===== src/rtl/flpdiv_seq.sv =====
// Sequential binary32 divider: radix-2 restoring mantissa division, one quotient
// bit per cycle, round-to-nearest-even, valid/ready handshake on both sides.
module flpdiv_seq #(
    parameter int unsigned Bits   = 32,
    parameter int unsigned Q_BITS = 26
) (
    input  logic            iClk,
    input  logic            iRst_n,
    input  logic            iValid,
    output logic            oReady,
    input  logic [Bits-1:0] iA,
    input  logic [Bits-1:0] iB,
    output logic            oValid,
    input  logic            iReady,
    output logic [Bits-1:0] oZ
);
    localparam int unsigned E_BITS   = 8;
    localparam int unsigned M_BITS   = 24;
    localparam int unsigned F_BITS   = M_BITS - 1;
    localparam int unsigned R_BITS   = M_BITS + 1;
    localparam int unsigned X_BITS   = 10;
    localparam int unsigned LZ_W     = 5;
    localparam int unsigned CNT_W    = 5;
    localparam int unsigned SH_MAX   = Q_BITS + 1;
    localparam int unsigned SH_W     = 5;
    localparam int unsigned MAG_W    = Bits - 1;
    localparam int unsigned EXT_W    = Q_BITS + SH_MAX;
    localparam int unsigned EXP_BIAS = 127;

    localparam logic signed [X_BITS-1:0] EXP_OVF  = 10'sd255;
    localparam logic signed [X_BITS-1:0] EXP_ZERO = 10'sd0;
    localparam logic [Bits-1:0]          QNAN     = 32'hFFC0_0000;

    typedef enum logic [2:0] {
        S_IDLE,
        S_PREP,
        S_DIV,
        S_ROUND,
        S_DONE
    } state_e;

    state_e                    state_q;
    logic [Bits-1:0]           a_q, b_q;
    logic [M_BITS-1:0]         mb_q;
    logic [R_BITS-1:0]         rem_q;
    logic [Q_BITS-1:0]         q_q;
    logic signed [X_BITS-1:0]  eq_q;
    logic                      sign_q;
    logic [CNT_W-1:0]          cnt_q;
    logic [Bits-1:0]           z_q;
    logic                      valid_q;
    logic                      ready_q;

    assign oReady = ready_q;
    assign oValid = valid_q;
    assign oZ     = z_q;

    // Leading-zero count of a 24-bit significand (24 when all zero).
    function automatic logic [LZ_W-1:0] lzc(input logic [M_BITS-1:0] m);
        logic [LZ_W-1:0] n;
        n = LZ_W'(M_BITS);
        for (int i = 0; i < int'(M_BITS); i++) begin
            if (m[i]) n = LZ_W'(int'(M_BITS) - 1 - i);
        end
        return n;
    endfunction

    // Operand classification, subnormal normalisation and quotient exponent.
    logic [E_BITS-1:0]        fa, fb;
    logic [F_BITS-1:0]        xa, xb;
    logic                     nan_a, nan_b, inf_a, inf_b, zero_a, zero_b;
    logic                     sign_d, special_d;
    logic [M_BITS-1:0]        ma_raw, mb_raw, ma_n, mb_d;
    logic [LZ_W-1:0]          lz_a, lz_b;
    logic signed [X_BITS-1:0] ea, eb, eq_d;
    logic                     a_lt_b;
    logic [R_BITS-1:0]        rem_d;
    logic [Bits-1:0]          spec_z_d;

    always_comb begin
        fa       = a_q[Bits-2 -: E_BITS];
        fb       = b_q[Bits-2 -: E_BITS];
        xa       = a_q[F_BITS-1:0];
        xb       = b_q[F_BITS-1:0];
        nan_a    = (&fa) && (|xa);
        nan_b    = (&fb) && (|xb);
        inf_a    = (&fa) && !(|xa);
        inf_b    = (&fb) && !(|xb);
        zero_a   = !(|fa) && !(|xa);
        zero_b   = !(|fb) && !(|xb);
        sign_d   = a_q[Bits-1] ^ b_q[Bits-1];

        ma_raw   = {|fa, xa};
        mb_raw   = {|fb, xb};
        lz_a     = lzc(ma_raw);
        lz_b     = lzc(mb_raw);
        ma_n     = ma_raw << lz_a;
        mb_d     = mb_raw << lz_b;
        ea       = (|fa) ? X_BITS'(fa) : X_BITS'(1) - X_BITS'(lz_a);
        eb       = (|fb) ? X_BITS'(fb) : X_BITS'(1) - X_BITS'(lz_b);
        a_lt_b   = ma_n < mb_d;
        eq_d     = ea - eb + X_BITS'(EXP_BIAS) - X_BITS'(a_lt_b);
        rem_d    = a_lt_b ? {ma_n, 1'b0} : {1'b0, ma_n};

        special_d = nan_a || nan_b || inf_a || inf_b || zero_a || zero_b;
        if (nan_a || nan_b || (zero_a && zero_b) || (inf_a && inf_b)) begin
            spec_z_d = QNAN;
        end else if (inf_a || zero_b) begin
            spec_z_d = {sign_d, {E_BITS{1'b1}}, F_BITS'(0)};
        end else begin
            spec_z_d = {sign_d, MAG_W'(0)};
        end
    end

    // One restoring step: subtract when the divisor fits, then shift.
    logic              ge;
    logic [R_BITS-1:0] diff, rem_step;
    logic [Q_BITS-1:0] q_step;

    always_comb begin
        ge       = rem_q >= {1'b0, mb_q};
        diff     = ge ? rem_q - {1'b0, mb_q} : rem_q;
        rem_step = diff << 1;
        q_step   = {q_q[Q_BITS-2:0], ge};
    end

    // Denormalise on underflow, then RNE; the hidden bit folds into the exponent sum.
    logic              ovf, unf, lost, sticky, rnd;
    logic [X_BITS-1:0] sh_full;
    logic [SH_W-1:0]   shamt;
    logic [EXT_W-1:0]  q_ext;
    logic [Q_BITS-1:0] q_s;
    logic [E_BITS-1:0] base;
    logic [MAG_W-1:0]  mag;
    logic [Bits-1:0]   round_z;

    always_comb begin
        ovf     = eq_q >= EXP_OVF;
        unf     = eq_q <= EXP_ZERO;
        sh_full = X_BITS'(1) - eq_q;
        if (!unf) begin
            shamt = '0;
        end else if (sh_full > X_BITS'(SH_MAX)) begin
            shamt = SH_W'(SH_MAX);
        end else begin
            shamt = sh_full[SH_W-1:0];
        end
        q_ext   = {q_q, SH_MAX'(0)} >> shamt;
        q_s     = q_ext[EXT_W-1 -: Q_BITS];
        lost    = |q_ext[SH_MAX-1:0];
        sticky  = q_s[0] | lost | (|rem_q);
        rnd     = q_s[1] & (sticky | q_s[2]);
        base    = unf ? '0 : eq_q[E_BITS-1:0] - E_BITS'(1);
        mag     = {base, F_BITS'(0)} + MAG_W'(q_s[Q_BITS-1:2]) + MAG_W'(rnd);
        round_z = ovf ? {sign_q, {E_BITS{1'b1}}, F_BITS'(0)} : {sign_q, mag};
    end

    always_ff @(posedge iClk or negedge iRst_n) begin
        if (!iRst_n) begin
            state_q <= S_IDLE;
            a_q     <= '0;
            b_q     <= '0;
            mb_q    <= '0;
            rem_q   <= '0;
            q_q     <= '0;
            eq_q    <= '0;
            sign_q  <= 1'b0;
            cnt_q   <= '0;
            z_q     <= '0;
            valid_q <= 1'b0;
            ready_q <= 1'b1;
        end else begin
            case (state_q)
                S_IDLE: begin
                    if (iValid) begin
                        a_q     <= iA;
                        b_q     <= iB;
                        ready_q <= 1'b0;
                        state_q <= S_PREP;
                    end
                end
                S_PREP: begin
                    sign_q <= sign_d;
                    if (special_d) begin
                        z_q     <= spec_z_d;
                        valid_q <= 1'b1;
                        state_q <= S_DONE;
                    end else begin
                        eq_q    <= eq_d;
                        rem_q   <= rem_d;
                        mb_q    <= mb_d;
                        q_q     <= '0;
                        cnt_q   <= '0;
                        state_q <= S_DIV;
                    end
                end
                S_DIV: begin
                    rem_q <= rem_step;
                    q_q   <= q_step;
                    cnt_q <= cnt_q + CNT_W'(1);
                    if (cnt_q == CNT_W'(Q_BITS - 1)) state_q <= S_ROUND;
                end
                S_ROUND: begin
                    z_q     <= round_z;
                    valid_q <= 1'b1;
                    state_q <= S_DONE;
                end
                S_DONE: begin
                    if (iReady) begin
                        valid_q <= 1'b0;
                        ready_q <= 1'b1;
                        state_q <= S_IDLE;
                    end
                end
                default: begin
                    valid_q <= 1'b0;
                    ready_q <= 1'b1;
                    state_q <= S_IDLE;
                end
            endcase
        end
    end

endmodule

===== config.mk =====
export PLATFORM = sky130hd
export DESIGN_NAME = flpdiv_seq
export DESIGN_NICKNAME = d
export VERILOG_FILES = /design/src/rtl/flpdiv_seq.sv
export SDC_FILE = /design/constraint.sdc
export NUM_CORES = 1
export LEC_CHECK = 0
export BUFFER_PORTS_ARGS = -buffer_cell sky130_fd_sc_hd__buf_2
export CAP_MARGIN = 20
export CORE_ASPECT_RATIO = 0.75
export CORE_MARGIN = 2
export CORE_UTILIZATION = 53
export DETAILED_ROUTE_END_ITERATION = 7
export HOLD_SLACK_MARGIN = 0.1
export PLACE_DENSITY = 0.78
export SLEW_MARGIN = 40
export SYNTH_ARGS = -nofsm -noshare
export SYNTH_HDL_FRONTEND = slang
export SYNTH_SLANG_ARGS = --single-unit

===== constraint.sdc =====
create_clock -name iClk -period 21.4 [get_ports iClk]
set_clock_uncertainty 0.1 [all_clocks]
set_input_delay 1.07 -clock iClk [delete_from_list [all_inputs] [get_ports iClk]]
set_output_delay 1.07 -clock iClk [all_outputs]
set_load 0.02 [all_outputs]

Word-level counts from Yosys, hierarchy flattened

Index checks and enable logic that the tools add are counted.

Flip-flop bits (word level): 192
Input port bits: 68
Word-level logic and storage cells: 166

$add $sub $neg: 11
Order comparisons: 5
Equal/unequal tests: 10
Shift operators: 3
Mux-type cells: 77
Bitwise gates (word level): 8
Reductions and logical operators: 40

Operators by type and width:

| kind              | number |
|---|---|
| $mux W5           | 47 |
| $mux W32          | 2 |
| $pmux W32 S2      | 1 |
| $mux W31          | 2 |
| $shr A53 B5 Y53   | 1 |
| $pmux W26 S2      | 1 |
| $mux W25          | 2 |
| $pmux W25 S2      | 1 |
| $shl A24 B5 Y24   | 2 |
| $reduce_or A23 Y1 | 2 |
| $add A31 B1 Y31   | 1 |
| $add A31 B24 Y31  | 1 |
| $reduce_or A27 Y1 | 1 |
| $mux W26          | 1 |
| $ge A25 B24 Y1    | 1 |
| $reduce_or A25 Y1 | 1 |
| $lt A24 B24 Y1    | 1 |
| $mux W24          | 1 |
| $sub A24 B24 Y24  | 1 |
| $mux W10          | 2 |
| $mux W4           | 4 |
| $reduce_and A8 Y1 | 2 |
| $reduce_or A8 Y1  | 2 |
| $pmux W3 S5       | 1 |
| 34 further kinds  | 73 |

Longest topological paths before layout

Depth in word-level cells: 29
Mapped depth: 40
Depth with buffers taken out: 36

Least setup slack after synthesis

OpenSTA, ideal clock, no wires.

Path kind: reg2reg
Start: register b_q[26]
End: register eq_q[9]
Library setup time: 0.135 ns
Arrival time: 7.377 ns
Required time: 21.166 ns
Slack: 13.789 ns
Cell stages (with the launch flop): 39
Buffers on the path: 5
Period minus slack after synthesis: 7.611 ns
Cells stage by stage: dfrtp_1 -> or4_1 -> or4b_1 -> clkbuf_1 -> nor2_1 -> o211ai_1 -> clkbuf_1 -> buf_1 -> mux2i_1 -> mux2i_1 -> mux2_2 -> o21ai_0 -> ha_1 -> a21o_1 -> a21o_1 -> a21o_1 -> a21o_1 -> a21oi_1 -> [3 not listed] -> o31a_1 -> clkbuf_1 -> clkbuf_1 -> ha_1 -> inv_1 -> ha_1 -> ha_1 -> inv_1 -> fa_1 -> nor2b_1 -> o21ai_0 -> nand2b_1 -> a21oi_1 -> o21bai_1 -> a21o_1 -> a21oi_1 -> xnor2_1 -> o21ai_0

Longest elaborated chain between the ends: 9
Elaborated cells on any way between the ends: 21
Classes of those cells: add/sub: 4; order compare: 1; shift: 1; mux: 2; bitwise: 1; reduce/logical: 12

RTL lines:

| element                                                  | line | RTL |
|---|---|---|
| start, declared                                          | 43   | `logic [Bits-1:0] a_q, b_q;` |
| start signal, assigned                                   | 177  | `b_q <= iB;` |
| branches (longest 9 deep; another with $sub A10 B10 Y10) | -    |  |
| end signal, assigned                                     | 189  | `eq_q <= eq_d;` |
| end, declared                                            | 47   | `logic signed [X_BITS-1:0] eq_q;` |

Parallel ways; which one is timed is not known.
A chain may end at the register's enable or synchronous reset.

Final worst setup path

Ends and elaborated chain as after synthesis.

==> flow_summary.yaml <==
status:
  status: "finished, final reports clean"
layout:
  layout-drive-gt1-share_pct: 13.64
  layout_common_cells: "nand2_1, dfrtp_1, o21ai_0"
  fin_util_pct: 58.71
  diodes: 0
  area_growth_pct: 8.749
  final_common_cell: "nand2_1"
  final_area_um2: 17780
  layout.nets: 2197
detailed_routing:
  wl_per_cell_um: 21.21
  postRouteAntennaNets: 0
  drcViolationCount: 0
  vias: 16210
  routed_wl_mm: 52.17
  vias_per_cell: 6.592
  drtIter0Drc: 2016
  drtPass1Iterations: 6
yosys:
  synthFlopType: "dfrtp_1"
  synth_edf_count: 0
  synth_area_um2: 16350
  yosysTopAreaCellShare_pct: 29.24
  async_flop_share_pct: 100.0
  synthTopCellsByArea: "dfrtp_1, mux2i_1, ha_1, mux2_2, o21ai_0"
  yosysTopAreaCell: "dfrtp_1"
  yosys_register_bits: 192
  synth.avg_cell_area_um2: 8.100
  yosysUniqueCellTypes: 90
  yosysWarningCount: 0
  yosysSeqAreaShare_pct: 29.40
  synth_nets: 2168
  syn_inst: 2018
place:
  place.gp.congestion: 0.9863
  place_area_um2: 17160
  io_buffers: 101
  dp_slack_ns: 13.70
  dpl.hpwl_mm: 39.95
clocking:
  clock_sinks: 192
  cts_tree: "done"
  path_clk_slew_ns: 0.07
  cts_setup_buffers: 0
  clockBufferDepth: 2
  htree_num_levels: 4
  clock_latency_ns: 0.47
  cts_inserted_buffers: 17
  cts_hold_buf: 0
  root_buffer: "clkbuf_16"
  cts_resized: 0
grt:
  grt_pass1_vias: 15180
  grt_antenna_before_repair: 0
  grt-ovfl-total: 0
  grt_max_degree: 77
  grt_pass1_wl_mm: 83.82
  grtUsageTotal_pct: 33.03
sta:
  period_minus_slack_ns: 7.905
  timing_hold_violations_final: 0
  grt_setup_unrepaired: "no"
  tightest_slew_ns: 0.8972
  fin_ws_ns: 13.50
  timing.slew.headroom_pct: 39.55
  final.period_utilization_pct: 36.94
  slew_violations: 0
  setup_violations: 0
  final.setup.tns_ns: 0
  fmax_mhz: 126.5
floorplan:
  dieWidth_um: 206.8
  core_um2: 30280
  die_area_um2: 32280
  top_level_ports: 102
  initial_core_util_pct: 53.98
  die_h_um: 156.1
  rows: 55
power:
  leakagePower_nw: 7.758
  total_power_mw: 3.156
  power_density_nw_per_um2: 177.5
  ir_drop_uv: 112.0
critical_path:
  critical_path.slowest_cell: "or4b_1"
  crit_fanout: 22
  cp-start-kind: "register"
  crit_type: "register to register"
  cp_common_cell: "a21o_1"
  endpoint_kind: "register"
  crit_path_max_incr_delay_ns: 0.59
  cp.arrival_ns: 8.19
  cp.required_ns: 21.68
run:
  cap_violations: 0
hold_path:
  hold_class: "register to register"
==> cells in the mapped netlist (21+ instances only) <==
| master | number |
|---|---|
| a211oi_1 | 31 |
| a31oi_1 | 23 |
| inv_1 | 91 |
| nand2_1 | 224 |
| a21o_1 | 24 |
| o21ai_0 | 170 |
| dfrtp_1 | 191 |
| o22ai_1 | 21 |
| nor3_1 | 42 |
| nand4_1 | 23 |
| mux2_2 | 77 |
| nand3_1 | 71 |
| ha_1 | 79 |
| clkbuf_1 | 101 |
| xor2_1 | 32 |
| mux2i_1 | 110 |
| nor2_1 | 154 |
| xnor2_1 | 32 |
| nor4_1 | 26 |
| o211ai_1 | 23 |
| a21oi_1 | 142 |
==> worst paths after layout <==
| kind | endpoint | slack (ns) | from | cells past startpoint |
|---|---|---|---|---|
| max | eq_q[9] | 13.50 | b_q[26] | 34 |
| min | mb_q[23] | 0.35 | mb_q[23] | 2 |
| max reg2reg | eq_q[9] | 13.50 | b_q[26] | 34 |
| min reg2reg | mb_q[23] | 0.35 | mb_q[23] | 2 |
| max in group asynchronous | cnt_q[3] | 19.55 | iRst_n | 2 |
| min in group asynchronous | a_q[19] | 0.50 | iRst_n | 1 |
==> routing by layer <==
metal	GRT usage (%)	part of all wire (%)	up-vias
met5	1.863	0.15	-
met4	7.903	2.0	2
met3	9.858	11	77
met2	44.69	40	879
met1	50.52	47	7754
li1	-	-	7497
==> per-stage QoR <==
stage               cells  hold slack (ns)
floorplan            2018           0.3181
CTS                  2458           0.3592
finish               2459           0.3508
global route         2459           0.3868
detailed placement   2426           0.3430
global placement     2426           0.3349
==> sequential cells by signal, summed over array words and instances (netlist names) <==
| name | flops |
|---|---|
| a_q | 32 |
| b_q | 32 |
| cnt_q | 5 |
| eq_q | 10 |
| mb_q | 24 |
| oReady | 1 |
| oValid | 1 |
| oZ | 32 |
| q_q | 26 |
| rem_q | 25 |
| sign_q | 1 |
| state_q | 3 |
==> cell families after synthesis <==
logic type,after synthesis,synth area share (%)
adder cells (fa/ha/maj),82,6.415
AND/OR/NAND/NOR,657,18.87
XOR/XNOR,64,3.429
buffers and inverters,214,5.037
AO/OA/AOI/OAI,619,24.40
flip-flops,192,29.40
multiplexers,190,12.45
==> layout make-up <==
| type | count | area (um^2) |
|---|---|---|
| fill | 2741 | 12500 |
| sequential | 192 | 4806 |
| clock inverter | 12 | 126.4 |
| tap | 399 | 499.2 |
| multi-input combinational | 1612 | 10800 |
| timing repair buffer | 130 | 737.0 |
| inverter | 94 | 352.8 |
| clock buffer | 20 | 456.7 |
==> where the power goes <==
part / switching [mW] / internal, mW
registers: 0.222 / 0.523
clock network: 0.155 / 0.169
logic: 1.27 / 0.813
==> worst max-delay path, delay by kind of cell (launching register included) <==
| family | cells | cell delay, ns |
|---|---|---|
| simple gates | 6 | 1.82 |
| compound gates | 16 | 2.88 |
| buf+inv | 3 | 0.48 |
| fa+ha+maj | 5 | 1.31 |
| flops | 1 | 0.41 |
| xor+xnor | 1 | 0.12 |
| mux | 3 | 0.69 |
No activity file was read; power rests on OpenSTA's default activity.
